[src/rtl/s27_scan_seq.sv]
// Scan-test sequencer for the muxed-D scan s27: fetches patterns over valid/ready,
// shifts them into three chains, pulses capture, unloads and scores the response.
module s27_scan_seq #(
  parameter int SHIFT_LEN = 1,
  parameter int ERR_W     = 8
) (
  input  logic                   CK,
  input  logic                   RST,
  input  logic                   START,
  input  logic                   PAT_VALID,
  output logic                   PAT_READY,
  input  logic [3*SHIFT_LEN-1:0] PAT_SCAN,
  input  logic [3:0]             PAT_PI,
  input  logic                   PAT_EXP_PO,
  input  logic [3*SHIFT_LEN-1:0] PAT_EXP_SO,
  input  logic                   PAT_LAST,
  output logic                   SE,
  output logic                   SI0,
  output logic                   SI1,
  output logic                   SI2,
  output logic                   G0,
  output logic                   G1,
  output logic                   G2,
  output logic                   G3,
  input  logic                   G17,
  input  logic                   SO0,
  input  logic                   SO1,
  input  logic                   SO2,
  output logic                   BUSY,
  output logic                   DONE,
  output logic                   FAIL,
  output logic [ERR_W-1:0]       ERR_CNT,
  output logic [ERR_W-1:0]       PAT_CNT
);
  localparam int L  = SHIFT_LEN;
  localparam int CW = (L > 1) ? $clog2(L) : 1;

  typedef enum logic [2:0] {
    S_IDLE, S_FETCH, S_SHIFT_IN, S_CAPTURE, S_SHIFT_OUT, S_FINISH
  } state_t;

  state_t              state_q;
  logic [CW-1:0]       cnt_q;
  logic [2:0][L-1:0]   sh_q, exp_q;
  logic [2:0]          si_q;
  logic [3:0]          g_q;
  logic                exp_po_q, last_q;
  logic                ready_q, se_q, busy_q, done_q, fail_q;
  logic [ERR_W-1:0]    err_q, pat_q;
  logic [ERR_W-1:0]    err_d, pat_d;
  logic [2:0]          mis_v;
  logic [1:0]          nmis;
  logic [ERR_W:0]      err_sum;

  logic [2:0][L-1:0]   scan_w, exso_w;
  assign scan_w = PAT_SCAN;
  assign exso_w = PAT_EXP_SO;

  wire last_cnt = (cnt_q == CW'(L - 1));

  // Bits compared this cycle: G17 in CAPTURE, the three chain MSBs in SHIFT_OUT.
  always_comb begin
    mis_v = '0;
    case (state_q)
      S_CAPTURE:   mis_v[0] = G17 ^ exp_po_q;
      S_SHIFT_OUT: mis_v = {SO2 ^ exp_q[2][L-1], SO1 ^ exp_q[1][L-1], SO0 ^ exp_q[0][L-1]};
      default:     mis_v = '0;
    endcase
    nmis    = 2'(mis_v[0]) + 2'(mis_v[1]) + 2'(mis_v[2]);
    err_sum = {1'b0, err_q} + (ERR_W+1)'(nmis);
    err_d   = err_sum[ERR_W] ? '1 : err_sum[ERR_W-1:0];
    pat_d   = (&pat_q) ? pat_q : pat_q + ERR_W'(1);
  end

  always_ff @(posedge CK or posedge RST) begin
    if (RST) begin
      state_q  <= S_IDLE;
      cnt_q    <= '0;
      sh_q     <= '0;
      exp_q    <= '0;
      si_q     <= '0;
      g_q      <= '0;
      exp_po_q <= 1'b0;
      last_q   <= 1'b0;
      ready_q  <= 1'b0;
      se_q     <= 1'b0;
      busy_q   <= 1'b0;
      done_q   <= 1'b0;
      fail_q   <= 1'b0;
      err_q    <= '0;
      pat_q    <= '0;
    end else begin
      done_q <= 1'b0;
      case (state_q)
        S_IDLE: if (START) begin
          fail_q  <= 1'b0;
          err_q   <= '0;
          pat_q   <= '0;
          busy_q  <= 1'b1;
          ready_q <= 1'b1;
          state_q <= S_FETCH;
        end
        S_FETCH: if (PAT_VALID && ready_q) begin
          ready_q  <= 1'b0;
          g_q      <= PAT_PI;
          exp_po_q <= PAT_EXP_PO;
          last_q   <= PAT_LAST;
          exp_q    <= exso_w;
          se_q     <= 1'b1;
          cnt_q    <= '0;
          for (int i = 0; i < 3; i++) begin
            si_q[i] <= scan_w[i][L-1];
            sh_q[i] <= scan_w[i] << 1;
          end
          state_q <= S_SHIFT_IN;
        end
        S_SHIFT_IN: begin
          if (last_cnt) begin
            se_q    <= 1'b0;
            si_q    <= '0;
            state_q <= S_CAPTURE;
          end else begin
            cnt_q <= cnt_q + CW'(1);
            for (int i = 0; i < 3; i++) begin
              si_q[i] <= sh_q[i][L-1];
              sh_q[i] <= sh_q[i] << 1;
            end
          end
        end
        S_CAPTURE: begin
          err_q   <= err_d;
          fail_q  <= fail_q | (|mis_v);
          se_q    <= 1'b1;
          cnt_q   <= '0;
          state_q <= S_SHIFT_OUT;
        end
        S_SHIFT_OUT: begin
          err_q  <= err_d;
          fail_q <= fail_q | (|mis_v);
          for (int i = 0; i < 3; i++) exp_q[i] <= exp_q[i] << 1;
          if (last_cnt) begin
            se_q  <= 1'b0;
            pat_q <= pat_d;
            if (last_q) begin
              done_q  <= 1'b1;
              busy_q  <= 1'b0;
              state_q <= S_FINISH;
            end else begin
              ready_q <= 1'b1;
              state_q <= S_FETCH;
            end
          end else begin
            cnt_q <= cnt_q + CW'(1);
          end
        end
        S_FINISH: state_q <= S_IDLE;
        default:  state_q <= S_IDLE;
      endcase
    end
  end

  assign PAT_READY = ready_q;
  assign SE        = se_q;
  assign {SI2, SI1, SI0}    = si_q;
  assign {G3, G2, G1, G0}   = g_q;
  assign BUSY      = busy_q;
  assign DONE      = done_q;
  assign FAIL      = fail_q;
  assign ERR_CNT   = err_q;
  assign PAT_CNT   = pat_q;
endmodule
[config.mk]
export PLATFORM = sky130hd
export DESIGN_NAME = s27_scan_seq
export DESIGN_NICKNAME = d
export VERILOG_FILES = /design/src/rtl/s27_scan_seq.sv
export SDC_FILE = /design/constraint.sdc
export NUM_CORES = 1
export LEC_CHECK = 0
export BUFFER_PORTS_ARGS = -buffer_cell sky130_fd_sc_hd__buf_2
export CAP_MARGIN = 20
export CELL_PAD_IN_SITES_DETAIL_PLACEMENT = 1
export CELL_PAD_IN_SITES_GLOBAL_PLACEMENT = 1
export CORE_MARGIN = 2
export CORE_UTILIZATION = 43
export CTS_BUF_LIST = sky130_fd_sc_hd__clkbuf_16
export DETAILED_ROUTE_END_ITERATION = 12
export PLACE_DENSITY_LB_ADDON = 0.1
export SLEW_MARGIN = 20
export SYNTH_ARGS = -nofsm -noshare
export SYNTH_HDL_FRONTEND = slang
export SYNTH_SLANG_ARGS = --single-unit
[constraint.sdc]
create_clock -name CK -period 5 [get_ports CK]
set_input_delay 0.5 -clock CK [delete_from_list [all_inputs] [get_ports CK]]
set_output_delay 0.5 -clock CK [all_outputs]
set_load 0.02 [all_outputs]
==> impl_metrics.tcl, run 1 <==
set metrics [dict create \
    status "completed" \
    rows 23 \
    ys.flop_type "dfrtp_1" \
    setup_violations 0 \
    finalClockSkew_ns 0.00365 \
    clkTransAtPathRegs_ns 0.05 \
    cts.repair.resized 0 \
    antenna_left 0 \
    cts_buffers 5 \
    drt-vias-per-instance 5.63 \
    crit_start "state_q[1]" \
    worst_r2r_endpoint "ERR_CNT[3]" \
    syn_nets 199 \
    worstRegToRegCells 10 \
    cap_violations 0 \
    layout_commonest_cell "buf_2" \
    drt_drc_violations_left 0 \
    antenna_found_initial 0 \
    r2r_start "state_q[1]" \
    dp.cells 265 \
    finalWorstSetupSlack_ns 1.68 \
    grt_pass1_vias 1622 \
    wl_per_cell_um 17.5 \
    grt_max_degree 37 \
    portBuffers 47 \
    place_congestion 0.840 \
    grt_remaining_overflow 0 \
    clk_latency_ns 0.28 \
    routed_wl_um 4780 \
    dp.final_hpwl_um 3430 \
    core_um2 4030 \
    p_int_uw 703 \
    pwr-share-clk_pct 25.8 \
    min_period_ns 3.32 \
    netlist_area_um2 1810 \
    dieWidth_um 68.8 \
    max-slew-margin-rel_pct 34.3 \
    ioPinCount 48 \
    worstMarginPinSlew_ns 0.984 \
    post-cts-setup-buffers 0 \
    grt_first_pass_wirelength_um 7760 \
    synth_cells 174 \
    fmax_ghz 0.301 \
    cts_tree "built" \
    syn_avg_cell_area_um2 10.4 \
    p_per_area_nw_per_um2 513 \
    period_share_pct 66.5 \
    die_h_um 68.8 \
    synth_edf_count 0 \
    die-area_um2 4730 \
    p_leak_uw 0.00108 \
    grt_usage_pct 22.6 \
    worstSetupPathType "register to register" \
    nNetsFinal 247 \
    final_cell_mix "buf_2 (47), dfrtp_1 (36), nand2_1 (21)" \
    antennaDiodeCount 0 \
    ys_types 45 \
    root_buffer "clkbuf_16" \
    crit_end "ERR_CNT[3]" \
    hold_violations 0 \
    rrSetupSlack_ns 1.68 \
    arrival_ns 3.45 \
    rsz0062_at_grt "no" \
    hold_class "primary input to async pin" \
    yosysWarnings 0 \
    nFillCells 476 \
    drv_slew 0 \
    dp_slack_ns 1.90 \
    switching_share_pct 38.0 \
    detail_route.iter0.violations 86 \
    ys_seq_elements 36 \
    clockBufferDepth 2 \
    stdcell_count 273 \
    clock_sinks 36 \
    start_kind "register" \
    critPathMaxFanout 16 \
    cp-end-kind "register" \
    holdBufCountCts 0 \
    area_growth_pct 22.5 \
    htreeDepth 2 \
    p_switching_uw 431 \
    ir_drop_mv 0.252 \
    seqPwrFrac_pct 39.7 \
    drive_above_1_share_pct 28.3 \
    async_flop_share_pct 100 \
    vias 1538 \
    p_comb_share_pct 34.5 \
    drt-pass1-iter-count 4 \
    start_util_pct 44.8 \
    fin_tns_setup_ns 0 \
    cp_data_required_time_ns 5.13 \
    seq_area_frac_synth_pct 49.9 \
]
==> worst min path at each step <==
stage / startpoint / to / slack (ns)
final: RST / g_q[0] / 0.33
after global routing: RST / g_q[1] / 0.38
after CTS: RST / g_q[3] / 0.35
after detailed placement: BUSY / BUSY / 0.48
after global placement: BUSY / BUSY / 0.45
after floorplan: last_q / DONE / 0.47
==> per-layer routing <==
| metal | share of wire (%) | wire length (um) | track usage (%) | vias up |
|---|---|---|---|---|
| li1 | - | - | - | 724 |
| met1 | 43 | 2060 | 28.3 | 758 |
| met2 | 50 | 2410 | 38.2 | 48 |
| met3 | 5.3 | 255 | 4.87 | 8 |
| met4 | 1.4 | 65 | 8.33 | 0 |
| met5 | 0 | 0 | 0 | - |
==> flip-flops by register name, summed over array words and instances (netlist names) <==
register / flops
ERR_CNT: 8
PAT_CNT: 8
g_q: 4
exp_q: 3
si_q: 3
state_q: 3
BUSY: 1
DONE: 1
FAIL: 1
PAT_READY: 1
SE: 1
exp_po_q: 1
last_q: 1
==> Yosys cell counts, types with 2 or more instances <==
| master | n | share of area (%) |
|---|---|---|
| dfrtp_1 | 36 | 50 |
| buf_2 | 2 | 0.55 |
| ha_1 | 3 | 2.1 |
| a311oi_1 | 3 | 1.5 |
| nand3_1 | 3 | 0.83 |
| nor2b_1 | 2 | 0.69 |
| o31ai_1 | 4 | 1.7 |
| nand3b_1 | 2 | 0.83 |
| nor2_1 | 7 | 1.5 |
| inv_1 | 10 | 2.1 |
| mux2_2 | 5 | 3.1 |
| nor3_1 | 3 | 0.83 |
| xor2_1 | 3 | 1.5 |
| mux2i_1 | 4 | 2.2 |
| a21oi_1 | 15 | 4.2 |
| o211ai_1 | 4 | 1.7 |
| and3_1 | 2 | 0.69 |
| nand2_1 | 21 | 4.4 |
| and4_1 | 2 | 0.97 |
| xnor2_1 | 2 | 0.97 |
| o21ai_0 | 14 | 3.9 |
| fa_1 | 2 | 2.2 |
| clkbuf_1 | 2 | 0.42 |
| buf_6 | 2 | 1.2 |
==> worst max-delay path: stages, from the launching register on <==
cell	delay, ns
dfrtp_1	0.69
nand3b_1	0.33
nor2_1	0.18
a21oi_1	0.09
fa_1	0.53
inv_1	0.05
ha_1	0.21
fa_1	0.43
and4_1	0.25
o21ai_0	0.24
o21ai_0	0.17
==> cells by family after synthesis <==
| kind of cell | Yosys count | synth area share [%] |
|---|---|---|
| buffers and inverters | 17 | 4.71 |
| flip-flops | 36 | 49.9 |
| AND/OR/NAND/NOR | 52 | 15.5 |
| multiplexers | 9 | 5.34 |
| XOR/XNOR | 5 | 2.43 |
| adder cells (fa/ha/maj) | 5 | 4.30 |
| AO/OA/AOI/OAI | 50 | 17.8 |
==> metrics by stage <==
stage,instance area [um2],total power [uW],hold WS [ns],utilization [%]
finish,2210,1130,0.329,54.9
global route,2210,1210,0.375,54.9
CTS,2210,1150,0.350,54.9
detailed placement,2070,850,0.480,51.5
global placement,2070,818,0.453,51.3
floorplan,1810,727,0.469,-
==> area by class of cell <==
type | instances | area (um2) | share of cell area [%]
tap | 50 | 62.6 | 2.83
clock buffer | 5 | 125 | 5.66
timing repair buffer | 48 | 243 | 11.0
multi-input combinational | 121 | 831 | 37.6
inverter | 10 | 37.5 | 1.70
sequential | 36 | 901 | 40.7
clock inverter | 3 | 11.3 | 0.509
==> power by group through the flow <==
stage	sequential, uW	clock [uW]	combinational (uW)
after floorplan	480	0	246
after global placement	444	0	373
after detailed placement	453	0	396
after CTS	451	296	400
after global routing	463	313	437
final	450	293	391
(Power assumes the default switching activity.)
==> run 2: changes to the inputs <==
--- a/config.mk
+++ b/config.mk
@@ -10,7 +10,7 @@
 export CELL_PAD_IN_SITES_DETAIL_PLACEMENT = 1
 export CELL_PAD_IN_SITES_GLOBAL_PLACEMENT = 1
 export CORE_MARGIN = 2
-export CORE_UTILIZATION = 43
+export CORE_UTILIZATION = 39
 export CTS_BUF_LIST = sky130_fd_sc_hd__clkbuf_16
 export DETAILED_ROUTE_END_ITERATION = 12
 export PLACE_DENSITY_LB_ADDON = 0.1
==> constraint.sdc (replaced) <==
create_clock -name CK -period 3.1 [get_ports CK]
set_input_delay 0.31 -clock CK [delete_from_list [all_inputs] [get_ports CK]]
set_output_delay 0.31 -clock CK [all_outputs]
set_load 0.02 [all_outputs]
==> run 2 against run 1 <==
  * Power increased by 63%
  * Largest power group unchanged
  * Combinational power increased by 72%
  * Flip-flop and latch count unchanged
==> impl_metrics.tcl, run 2 (synthesis gave the netlist of run 1 again) <==
set metrics [dict create \
    portBuffers 47 \
    rsz0062_at_grt "no" \
    wl_per_cell_um 17.2 \
    min_period_ns 2.88 \
    area_growth_pct 24.7 \
    setup_violations 0 \
    clock_sinks 36 \
    dp.cells 272 \
    antenna_found_initial 0 \
    ir_drop_mv 0.339 \
    rows 24 \
    cap_violations 0 \
    clkTransAtPathRegs_ns 0.05 \
    fin_tns_setup_ns 0 \
    nFillCells 515 \
    die_h_um 72.0 \
    ioPinCount 48 \
    cts.repair.resized 0 \
    die-area_um2 5190 \
    grt_remaining_overflow 0 \
    drt_drc_violations_left 0 \
    final_cell_mix "buf_2 (47), dfrtp_1 (36), nand2_1 (21)" \
    grt_pass1_vias 1682 \
    dieWidth_um 72.0 \
    stdcell_count 280 \
    arrival_ns 3.00 \
    grt_usage_pct 20.0 \
    cp-end-kind "register" \
    routed_wl_um 4820 \
    post-cts-setup-buffers 0 \
    drv_slew 0 \
    cts_buffers 5 \
    grt_first_pass_wirelength_um 7850 \
    use_met3_pct 3.61 \
    detail_route.iter0.violations 92 \
    worstMarginPinSlew_ns 1.04 \
    htreeDepth 2 \
    worstSetupPathType "register to register" \
    hold_violations 0 \
    cts_tree "built" \
    nNetsFinal 252 \
    clk_latency_ns 0.28 \
    antenna_left 0 \
    core_um2 4410 \
    layout_commonest_cell "buf_2" \
    max-slew-margin-rel_pct 30.5 \
    root_buffer "clkbuf_16" \
    drive_above_1_share_pct 29.8 \
    vias 1551 \
    drt-vias-per-instance 5.54 \
    drt-pass1-iter-count 4 \
    critPathMaxFanout 10 \
    p_per_area_nw_per_um2 821 \
    p_leak_uw 0.00111 \
    use_met2_pct 34.2 \
    dp.final_hpwl_um 3570 \
    hold_class "primary input to async pin" \
    period_share_pct 92.8 \
    holdBufCountCts 0 \
    antennaDiodeCount 0 \
    multiInputGateArea_um2 831 \
    cp_data_required_time_ns 3.22 \
    grt_max_degree 37 \
    status "completed" \
    ff_latch_area_um2 901 \
    start_util_pct 40.9 \
    start_kind "register" \
    place_congestion 0.837 \
    clockBufferDepth 2 \
    dp_slack_ns 0.181 \
    use_met1_pct 24.6 \
    fmax_ghz 0.348 \
    finalWorstSetupSlack_ns 0.224 \
    grt_busiest_layer "met2" \
    finalClockSkew_ns 0.00394 \
]
-- run 2: cell types whose count changed in the layout (fill, tap and decap cells not counted), sizes merged --
cell and change:
buf +5
-- run 2: critical path, stage by stage, from the launching register on --
cell and delay [ns]:
dfrtp_1 0.50, nor3b_4 0.32, a21oi_1 0.15, fa_1 0.53
inv_1 0.04, ha_1 0.22, fa_1 0.42, and4_1 0.25
o21ai_0 0.18, o31ai_1 0.10
-- run 2: final timing paths --
kind,startpoint,to,slack (ns),cells after the start
setup / recovery,state_q[2],ERR_CNT[0],0.22,9
setup reg to reg,state_q[2],ERR_CNT[0],0.22,9
hold / removal,RST,g_q[0],0.13,3
min in group CK,PAT_EXP_SO[0],exp_q[0],0.24,3
max in group asynchronous,RST,PAT_CNT[5],2.63,3
hold reg to reg,BUSY,BUSY,0.49,2
-- run 2: power breakdown --
part	switching, uW	internal, uW	leakage, uW
logic	408	263	0.000566
registers	110	602	0.000467
clock network	176	289	0.0000738
total	694	1150	0.00111
-- run 2: cell type report --
cell class,instances,share of cell area [%]
flip-flops and latches,36,40.0
repair buffers,53,12.5
inverters,10,1.67
multi-input cells,121,36.9
well taps,52,2.89
clock inverters,3,0.500
clock buffers,5,5.56
-- run 2: per-layer routing --
layer / vias to the layer above / part of all wire, % / wire [um]
li1: 733 / - / -
met1: 764 / 42 / 2020
met2: 42 / 51 / 2480
met3: 12 / 4.5 / 215
met4: 0 / 2.3 / 112
met5: - / 0 / 0
-- run 2: through the flow --
step	utilization [%]	hold slack (ns)	cell area, um2	total power [uW]
2_1_floorplan	-	0.427	1810	1170
3_3_place_gp	47.8	0.435	2110	1350
4_1_cts	50.9	0.158	2240	1860
5_1_grt	51.0	0.177	2250	1980
3_5_place_dp	47.8	0.454	2110	1390
6_report	51.0	0.135	2250	1850
